===== src/rtl/kl_arbiter.sv =====
// Two-to-one KL bus arbiter: round-robin registered grant on the request channel,
// locked for whole write bursts; responses demuxed combinationally by dstid.
module kl_arbiter #(
    parameter  int unsigned PORT_BIT = 4,
    localparam int unsigned AW       = 32,
    localparam int unsigned DW       = 64,
    localparam int unsigned MW       = 8,
    localparam int unsigned SW       = 3,
    localparam int unsigned IW       = 5,
    localparam int unsigned BW       = 3
) (
    input  logic          clk,
    input  logic          rst,

    input  logic [AW-1:0] m0_req_addr,
    input  logic          m0_req_wen,
    input  logic [DW-1:0] m0_req_wdata,
    input  logic [MW-1:0] m0_req_wmask,
    input  logic [SW-1:0] m0_req_size,
    input  logic [IW-1:0] m0_req_srcid,
    input  logic          m0_req_valid,
    output logic          m0_req_ready,
    output logic [DW-1:0] m0_resp_rdata,
    output logic [SW-1:0] m0_resp_size,
    output logic [IW-1:0] m0_resp_dstid,
    output logic          m0_resp_valid,
    input  logic          m0_resp_ready,

    input  logic [AW-1:0] m1_req_addr,
    input  logic          m1_req_wen,
    input  logic [DW-1:0] m1_req_wdata,
    input  logic [MW-1:0] m1_req_wmask,
    input  logic [SW-1:0] m1_req_size,
    input  logic [IW-1:0] m1_req_srcid,
    input  logic          m1_req_valid,
    output logic          m1_req_ready,
    output logic [DW-1:0] m1_resp_rdata,
    output logic [SW-1:0] m1_resp_size,
    output logic [IW-1:0] m1_resp_dstid,
    output logic          m1_resp_valid,
    input  logic          m1_resp_ready,

    output logic [AW-1:0] s_req_addr,
    output logic          s_req_wen,
    output logic [DW-1:0] s_req_wdata,
    output logic [MW-1:0] s_req_wmask,
    output logic [SW-1:0] s_req_size,
    output logic [IW-1:0] s_req_srcid,
    output logic          s_req_valid,
    input  logic          s_req_ready,

    input  logic [DW-1:0] s_resp_rdata,
    input  logic [SW-1:0] s_resp_size,
    input  logic [IW-1:0] s_resp_dstid,
    input  logic          s_resp_valid,
    output logic          s_resp_ready
);

    typedef enum logic {
        IDLE = 1'b0,
        XFER = 1'b1
    } state_t;

    state_t        r_state, w_state_nxt;
    logic          r_gnt, w_gnt_nxt;
    logic          r_rr, w_rr_nxt;
    logic [BW-1:0] r_beats_left, w_beats_nxt;

    logic          w_win;
    logic [AW-1:0] w_sel_addr;
    logic          w_sel_wen;
    logic [DW-1:0] w_sel_wdata;
    logic [MW-1:0] w_sel_wmask;
    logic [SW-1:0] w_sel_size;
    logic [IW-1:0] w_sel_srcid;
    logic          w_sel_valid;
    logic          w_resp_port;

    // Remaining beats after the first: only writes wider than 8 bytes are bursts.
    function automatic logic [BW-1:0] f_burst_last(input logic wen, input logic [SW-1:0] size);
        logic [BW-1:0] v;
        v = '0;
        if (wen && size > SW'(3)) begin
            case (size)
                SW'(4):  v = BW'(1);
                SW'(5):  v = BW'(3);
                default: v = BW'(7);
            endcase
        end
        return v;
    endfunction

    assign w_win       = r_rr ? m1_req_valid : ~m0_req_valid;

    assign w_sel_addr  = r_gnt ? m1_req_addr  : m0_req_addr;
    assign w_sel_wen   = r_gnt ? m1_req_wen   : m0_req_wen;
    assign w_sel_wdata = r_gnt ? m1_req_wdata : m0_req_wdata;
    assign w_sel_wmask = r_gnt ? m1_req_wmask : m0_req_wmask;
    assign w_sel_size  = r_gnt ? m1_req_size  : m0_req_size;
    assign w_sel_srcid = r_gnt ? m1_req_srcid : m0_req_srcid;
    assign w_sel_valid = r_gnt ? m1_req_valid : m0_req_valid;

    always_ff @(posedge clk) begin
        if (rst) begin
            r_state      <= IDLE;
            r_gnt        <= 1'b0;
            r_rr         <= 1'b0;
            r_beats_left <= '0;
        end else begin
            r_state      <= w_state_nxt;
            r_gnt        <= w_gnt_nxt;
            r_rr         <= w_rr_nxt;
            r_beats_left <= w_beats_nxt;
        end
    end

    always_comb begin
        w_state_nxt  = r_state;
        w_gnt_nxt    = r_gnt;
        w_rr_nxt     = r_rr;
        w_beats_nxt  = r_beats_left;
        s_req_addr   = '0;
        s_req_wen    = 1'b0;
        s_req_wdata  = '0;
        s_req_wmask  = '0;
        s_req_size   = '0;
        s_req_srcid  = '0;
        s_req_valid  = 1'b0;
        m0_req_ready = 1'b0;
        m1_req_ready = 1'b0;
        case (r_state)
            IDLE: begin
                if (m0_req_valid || m1_req_valid) begin
                    w_gnt_nxt   = w_win;
                    w_beats_nxt = w_win ? f_burst_last(m1_req_wen, m1_req_size)
                                        : f_burst_last(m0_req_wen, m0_req_size);
                    w_state_nxt = XFER;
                end
            end
            XFER: begin
                s_req_addr            = w_sel_addr;
                s_req_wen             = w_sel_wen;
                s_req_wdata           = w_sel_wdata;
                s_req_wmask           = w_sel_wmask;
                s_req_size            = w_sel_size;
                s_req_srcid           = w_sel_srcid;
                s_req_srcid[PORT_BIT] = r_gnt;
                s_req_valid           = w_sel_valid;
                if (r_gnt) m1_req_ready = s_req_ready;
                else       m0_req_ready = s_req_ready;
                // Grant stays locked until the last beat hands off, even across valid gaps.
                if (w_sel_valid && s_req_ready) begin
                    if (r_beats_left == '0) begin
                        w_state_nxt = IDLE;
                        w_rr_nxt    = ~r_gnt;
                    end else begin
                        w_beats_nxt = r_beats_left - BW'(1);
                    end
                end
            end
            default: w_state_nxt = IDLE;
        endcase
    end

    // Response path: pure demux on the port bit of dstid, independent of request state.
    assign w_resp_port   = s_resp_dstid[PORT_BIT];
    assign m0_resp_valid = s_resp_valid && !w_resp_port;
    assign m1_resp_valid = s_resp_valid &&  w_resp_port;
    assign m0_resp_rdata = s_resp_rdata;
    assign m1_resp_rdata = s_resp_rdata;
    assign m0_resp_size  = s_resp_size;
    assign m1_resp_size  = s_resp_size;
    assign m0_resp_dstid = s_resp_dstid;
    assign m1_resp_dstid = s_resp_dstid;
    assign s_resp_ready  = w_resp_port ? m1_resp_ready : m0_resp_ready;

endmodule


===== config.mk =====
export PLATFORM = sky130hd
export DESIGN_NAME = kl_arbiter
export DESIGN_NICKNAME = d
export VERILOG_FILES = /design/src/rtl/kl_arbiter.sv
export SDC_FILE = /design/constraint.sdc
export NUM_CORES = 1
export LEC_CHECK = 0
export BUFFER_PORTS_ARGS = -buffer_cell sky130_fd_sc_hd__clkbuf_2
export CORE_AREA = 3 3 223 225
export CTS_CLUSTER_DIAMETER = 80
export DETAILED_ROUTE_END_ITERATION = 7
export DIE_AREA = 0 0 226 228
export MAX_ROUTING_LAYER = met4
export PLACE_DENSITY = 0.3
export SLEW_MARGIN = 0
export SYNTH_ARGS = -nofsm -noshare
export SYNTH_HDL_FRONTEND = slang
export SYNTH_SLANG_ARGS = --single-unit
export TNS_END_PERCENT = 30

===== constraint.sdc =====
create_clock -name clk -period 2.42 [get_ports clk]
set_input_delay 0.484 -clock clk [delete_from_list [all_inputs] [get_ports clk]]
set_output_delay 0.484 -clock clk [all_outputs]
set_load 0.05 [all_outputs]

## After elaboration in Yosys (flattened, before gate mapping)

Index checks and enable logic that the tools add are counted.

- Register bits: 6
- Bits of input ports: 306
- Output and inout port bits: 263
- Word-level logic and storage cells: 61

- Add/sub/neg operators: 1
- Order comparisons: 2
- Equal/unequal tests: 7
- Muxes and demuxes: 33
- Bitwise gates (word level): 3
- Reduce and logical (&&, ||, !) cells: 11

Operators by type and width:

| cell | number |
|---|---|
| 64-bit two-way mux | 2 |
| 32-bit two-way mux | 2 |
| 3-bit two-way mux | 8 |
| 3-bit case mux with 2 select lines | 3 |
| 8-bit two-way mux | 2 |
| 1-bit two-way mux | 13 |
| 3-bit == test (second input constant) | 4 |
| 3-bit by 2-bit greater-than comparator with 1-bit output (second input constant) | 2 |
| 3-bit AND reduction | 2 |
| 1-bit logical AND | 5 |
| 5-bit two-way mux | 1 |
| 4-bit two-way mux | 1 |
| 2-bit != test (second input constant) | 2 |
| 3-bit zero test | 1 |
| 1-bit inverter | 3 |
| 3-bit by 1-bit subtractor with 3-bit output (second input constant) | 1 |
| 2-bit by 1-bit != test with 1-bit output (second input constant) | 1 |
| 1-bit case mux with 2 select lines | 1 |
| 2-bit AND reduction | 1 |
| 1-bit zero test | 1 |
| 1-bit logical OR | 1 |

## Longest topological paths before layout

- Depth in word-level cells: 6
- Mapped depth: 6
- Gate-level depth less buffers: 6

## Least setup slack after synthesis

OpenSTA, ideal clock, no wires.

- Path kind: register to output
- Start point: register r_gnt
- End point: output port s_req_wdata[0]
- Data arrival time: 1,755 ps
- Required time: 1,936 ps
- Slack: 181 ps
- Stages on the path, launching flop included: 6
- Buffers on the path: 3
- Cell sequence: dfxtp_1 buf_2 buf_2 buf_2 mux2i_1 nor2b_1

- Cells in the longest elaborated chain, start to end: 2

RTL lines:

| item | RTL line | source |
|---|---|---|
| start, declared | 65 | `logic r_gnt, w_gnt_nxt;` |
| start signal, assigned | 111 | `r_gnt <= w_gnt_nxt;` |
| 64-bit two-way mux | 97 | `assign w_sel_wdata = r_gnt ? m1_req_wdata : m0_req_wdata;` |
| 64-bit two-way mux | 131 | `case (r_state)` |
| end, declared | 45 | `output logic [DW-1:0] s_req_wdata,` |

Every way passes these cells.

## Worst setup path in the final report

- Start point: register r_gnt
- End point: output port s_req_addr[25]

- Cells in the longest elaborated chain, start to end: 2

RTL lines:

| item | RTL line | source |
|---|---|---|
| 32-bit two-way mux | 95 | `assign w_sel_addr = r_gnt ? m1_req_addr : m0_req_addr;` |
| 32-bit two-way mux | 131 |  |
| end, declared | 43 | `output logic [AW-1:0] s_req_addr,` |

Every way passes these cells.

==> results by stage <==
Route:
- The total detailed-routing wirelength is about 15000 microns.
- The first-pass iteration count of the detailed router is 4.
- The vias per cell is ~2.9.
- Once detail routing completed, the nets flagged for antenna violations numbered 0.
- The average routed wire per standard cell is roughly 12 microns.
- Summing over every cut layer, the via total after detailed routing is 3640.
- The initial detailed-routing violation count is 32.
- In the routed design, unresolved DRC markers number 0.

Critical path:
- In this run the worst path has a maximum fanout of 20.
- The start of the worst register-to-register path is r_state.
- STA classifies the critical path startpoint as a flip-flop.
- Data on the critical path arrives at its endpoint at roughly 1.7 ns.
- The worst-case register-to-register setup slack is about 0.63 ns.
- The terminus of the critical flop-to-flop path is r_beats_left[1].
- The classification of the worst setup path is flip-flop to primary output.
- The number of cells on the worst reg-to-reg path is 4.
- The data required time of the worst path is 1.94 ns.
- The critical path capture point type is a primary output.

Synthesis:
- Ranked by instance count, the synthesized netlist is headed by sky130_fd_sc_hd__buf_4, sky130_fd_sc_hd__nor2b_1, sky130_fd_sc_hd__mux2i_1.
- A synthesized cell averages about 7.7 sq um.
- Sequential elements use between 3 and 4% of the synthesized area.
- The most used flip-flop cell after synthesis is sky130_fd_sc_hd__dfxtp_1.
- The xor and xnor fraction of the mapped netlist area is 0%.
- The net count after synthesis is approximately 760.
- Summing the areas of all fa, ha and maj instances in the mapped netlist gives 0.718% of the synthesized area.
- In this run, synthesis produced a sequential element count of 6.
- The largest area contributor in the synthesized netlist is sky130_fd_sc_hd__mux2i_1.
- The simple-gate share of the synthesized area is about 25%.
- In the synthesized netlist the async set-or-reset flop fraction comes to 0%.
- The total of warnings raised by yosys is 0.
- Counting flops with a built-in enable in the synthesized netlist gives 0.
- The post-synthesis cell area is approximately 3500 sq um.
- Summing the areas of all compound-gate instances in the mapped netlist gives between 2 and 3% of the synthesized area.
- The portion of netlist area occupied by mux cells is roughly 33%.
- The most frequent cell after synthesis is sky130_fd_sc_hd__buf_4.
- The share of the synthesized area in the top cell type is ~33%.
- The count of unique library cells instantiated by Yosys is 28.
- The gate count of the mapped netlist is between 400 and 500.
- After synthesis, the largest family of logic cells by area is buffers and inverters.
- By area the synthesized netlist is led by sky130_fd_sc_hd__mux2i_1, sky130_fd_sc_hd__buf_4, sky130_fd_sc_hd__nor2b_1, sky130_fd_sc_hd__dfxtp_1, sky130_fd_sc_hd__buf_2.

Floorplan:
- The area of the die is between 50000 and 60000 sq um.
- The standard-cell row count is 80.
- The placeable core area is around 48000 sq um.
- The floorplan die width is 226 microns.
- From bottom edge to top edge, the die measures 228 microns.
- For this configuration, the core starts out at a cell density of between 7 and 8%.
- The number of I/O pins is ~570.

Clock network:
- The buffer count from post-CTS setup fixing is 0.
- The clock reaches the later pin of the worst-skew pair after about 0.23 ns.
- In this run, post-CTS hold repair placed 0 buffers.
- The maximum count of clock buffers along a single path is 2.
- In this run the number of H-tree levels came out at 1.
- The clock transition at the registers of the reported paths is around 0.030 ns.
- Once the clock tree was built, the resizer swapped 0 gates to a different size.
- The cell sitting at the root of the clock tree is a sky130_fd_sc_hd__clkbuf_16.
- TritonCTS built the clock tree.
- The number of clock sinks is 6.
- The number of buffers created by CTS is 3.

Power and ir drop:
- The leakage power is 2.35 nW.
- The power per standard cell area is 343 nW/um^2.
- The worst-case IR drop observed on VDD is about 250 uV.

GRT:
- In this run the most used layer during global routing was met2.
- The initial antenna violation count came to 0.
- The number of global-route vias before repair is between 3000 and 4000.
- The global-route met3 utilization is 1.45%.
- Summed over all layers, the global routing overflow is 0.
- The met2 usage in global routing is between 10% and 20%.
- The first global-routing pass estimated slightly above 20000 microns of wire.
- The pin count of the biggest net entering global routing is 45.
- The routing usage on met1 is roughly 4.4%.
- Global routing consumed, over all layers together, about 5.2% of the routing resources.

Placement:
- In this run the tool buffered the top-level ports with about 350 buffer cells.
- Timing analysis after detailed placement gives a worst setup slack of roughly 0.43 ns.
- The number of instances in the placed design is between 1000 and 1500.
- The half-perimeter wire length after placement is approximately 13000 microns.
- The global placement routability congestion is 0.667.

STA:
- After routing, the total negative slack on setup checks comes to 0 ns.
- The final count of hold timing violations was 0.
- Based on the critical path, the design can be clocked at up to 456 MHz.
- The relative slew slack is about two thirds.
- The clock period minus final worst setup slack is 2.19 ns.
- The total count of max-transition violations in the final report was 0.
- Setup violations remaining at the end of the flow were counted as 0.
- The final worst-path cycle share is 90.6%.
- The worst hold slack is roughly 0.45 ns.
- Setup repair after global routing left no endpoint under its margin.
- The worst setup margin is about 0.23 ns.
- On the final layout, the worst clock skew is ~0.0011 ns.
- The slew at the pin closest to its max-slew limit is between 0.4 and 0.5 ns.

Min path:
- The worst hold path stage count is 2.
- The worst min-delay path category is flip-flop to flip-flop.
- The start point of the worst hold path is r_beats_left[1].
- The endpoint with the worst hold slack is r_beats_left[1].

Final layout:
- Compared with the post-synthesis result, the final layout area differs by 47.9%.
- The count of filler cells inserted in the layout is between 5000 and 6000.
- The post-route core utilization is between 10% and 20%.
- The count of non-filler cells in the finished layout is 1268.
- For this run, the post-layout net count is 962.
- The proportion of layout cells with a drive suffix above 1 is 57.1%.

Run status:
- The run finished with clean final reports.

Job:
- The count of maximum capacitance violations is 0.
critical path, cell delays in order (launching register included):
cell                       delay, ns
sky130_fd_sc_hd__dfxtp_4        0.49
sky130_fd_sc_hd__buf_12         0.21
sky130_fd_sc_hd__buf_12         0.21
sky130_fd_sc_hd__mux2i_1        0.09
sky130_fd_sc_hd__nor2b_1        0.13
sky130_fd_sc_hd__clkbuf_2       0.30
sequential cells by signal (all words and copies together) (netlist names):
register / flops
r_beats_left: 3
r_state: 1
r_gnt: 1
r_rr: 1
routing by layer:
| layer | wire length (microns) | vias to the layer above |
|---|---|---|
| met5 | 0 | - |
| met4 | 759 | 0 |
| met3 | 1880 | 57 |
| met2 | 7540 | 315 |
| met1 | 4530 | 1520 |
| li1 | - | 1748 |
cells by family after synthesis:
family          count (synthesis)
simple gates                  140
compound gates                 15
buf+inv                       176
mux                           115
fa+ha+maj                       2
flops                           6
worst max-delay path by stage:
stage           from             end  slack (ns)  depth (start not counted)
2_1_floorplan  r_gnt  s_req_wdata[0]        0.18                          5
3_3_place_gp   r_gnt  s_req_srcid[1]        0.45                          5
3_5_place_dp   r_gnt  s_req_addr[16]        0.43                          5
4_1_cts        r_gnt  s_req_addr[25]        0.19                          5
5_1_grt        r_gnt  s_req_addr[27]        0.12                          5
6_report       r_gnt  s_req_addr[25]        0.23                          5
report_power, final:
| part | internal (mW) | switching (mW) |
|---|---|---|
| Sequential | 0.108 | 0.0310 |
| Clock | 0.212 | 0.0569 |
| Combinational | 0.481 | 0.878 |
stage by stage:
| step | total power, mW | instance area, sq um |
|---|---|---|
| 2_1_floorplan | 1.67 | 3490 |
| 3_5_place_dp | 1.52 | 5080 |
| 6_report | 1.77 | 5160 |
| 5_1_grt | 1.88 | 5160 |
| 4_1_cts | 1.80 | 5160 |
| 3_3_place_gp | 1.53 | 5080 |
final cells by class:
type	instances	area [sq um]	share of cell area (%)
antenna	1	2.50	0.0485
clock buffer	3	75.1	1.46
inverter	5	18.8	0.364
multi-input combinational	272	2150	41.6
sequential	6	128	2.47
tap	615	769	14.9
timing repair buffer	366	2020	39.1
layout by cell type (no fill, tap or decap):
cell type / synthesis / routed
sky130_fd_sc_hd__a211o_1: 1 / 1
sky130_fd_sc_hd__a211oi_1: 1 / 1
sky130_fd_sc_hd__a21oi_1: 3 / 3
sky130_fd_sc_hd__a31o_1: 1 / 1
sky130_fd_sc_hd__a32o_1: 1 / 1
sky130_fd_sc_hd__and2_1: 2 / 2
sky130_fd_sc_hd__and4b_1: 2 / 2
sky130_fd_sc_hd__buf_12: 0 / 11
sky130_fd_sc_hd__buf_4: 144 / 8
sky130_fd_sc_hd__clkbuf_16: 0 / 3
sky130_fd_sc_hd__clkbuf_2: 0 / 347
sky130_fd_sc_hd__dfxtp_1: 6 / 4
sky130_fd_sc_hd__dfxtp_4: 0 / 2
sky130_fd_sc_hd__diode_2: 0 / 1
sky130_fd_sc_hd__ha_1: 2 / 2
sky130_fd_sc_hd__inv_1: 5 / 5
sky130_fd_sc_hd__mux2_2: 1 / 1
sky130_fd_sc_hd__mux2i_1: 114 / 114
sky130_fd_sc_hd__nand2_1: 1 / 1
sky130_fd_sc_hd__nand2b_1: 2 / 2
sky130_fd_sc_hd__nand3_1: 2 / 2
sky130_fd_sc_hd__nand3b_1: 3 / 3
sky130_fd_sc_hd__nand4_1: 1 / 1
sky130_fd_sc_hd__nor2_1: 4 / 4
sky130_fd_sc_hd__nor2b_1: 118 / 118
sky130_fd_sc_hd__nor3_1: 4 / 4
sky130_fd_sc_hd__nor3b_1: 1 / 1
sky130_fd_sc_hd__o211ai_1: 3 / 3
sky130_fd_sc_hd__o21ai_0: 3 / 3
sky130_fd_sc_hd__o21ai_1: 1 / 1
sky130_fd_sc_hd__o32a_1: 1 / 1
Note: power is estimated with default switching activity, not from simulation.
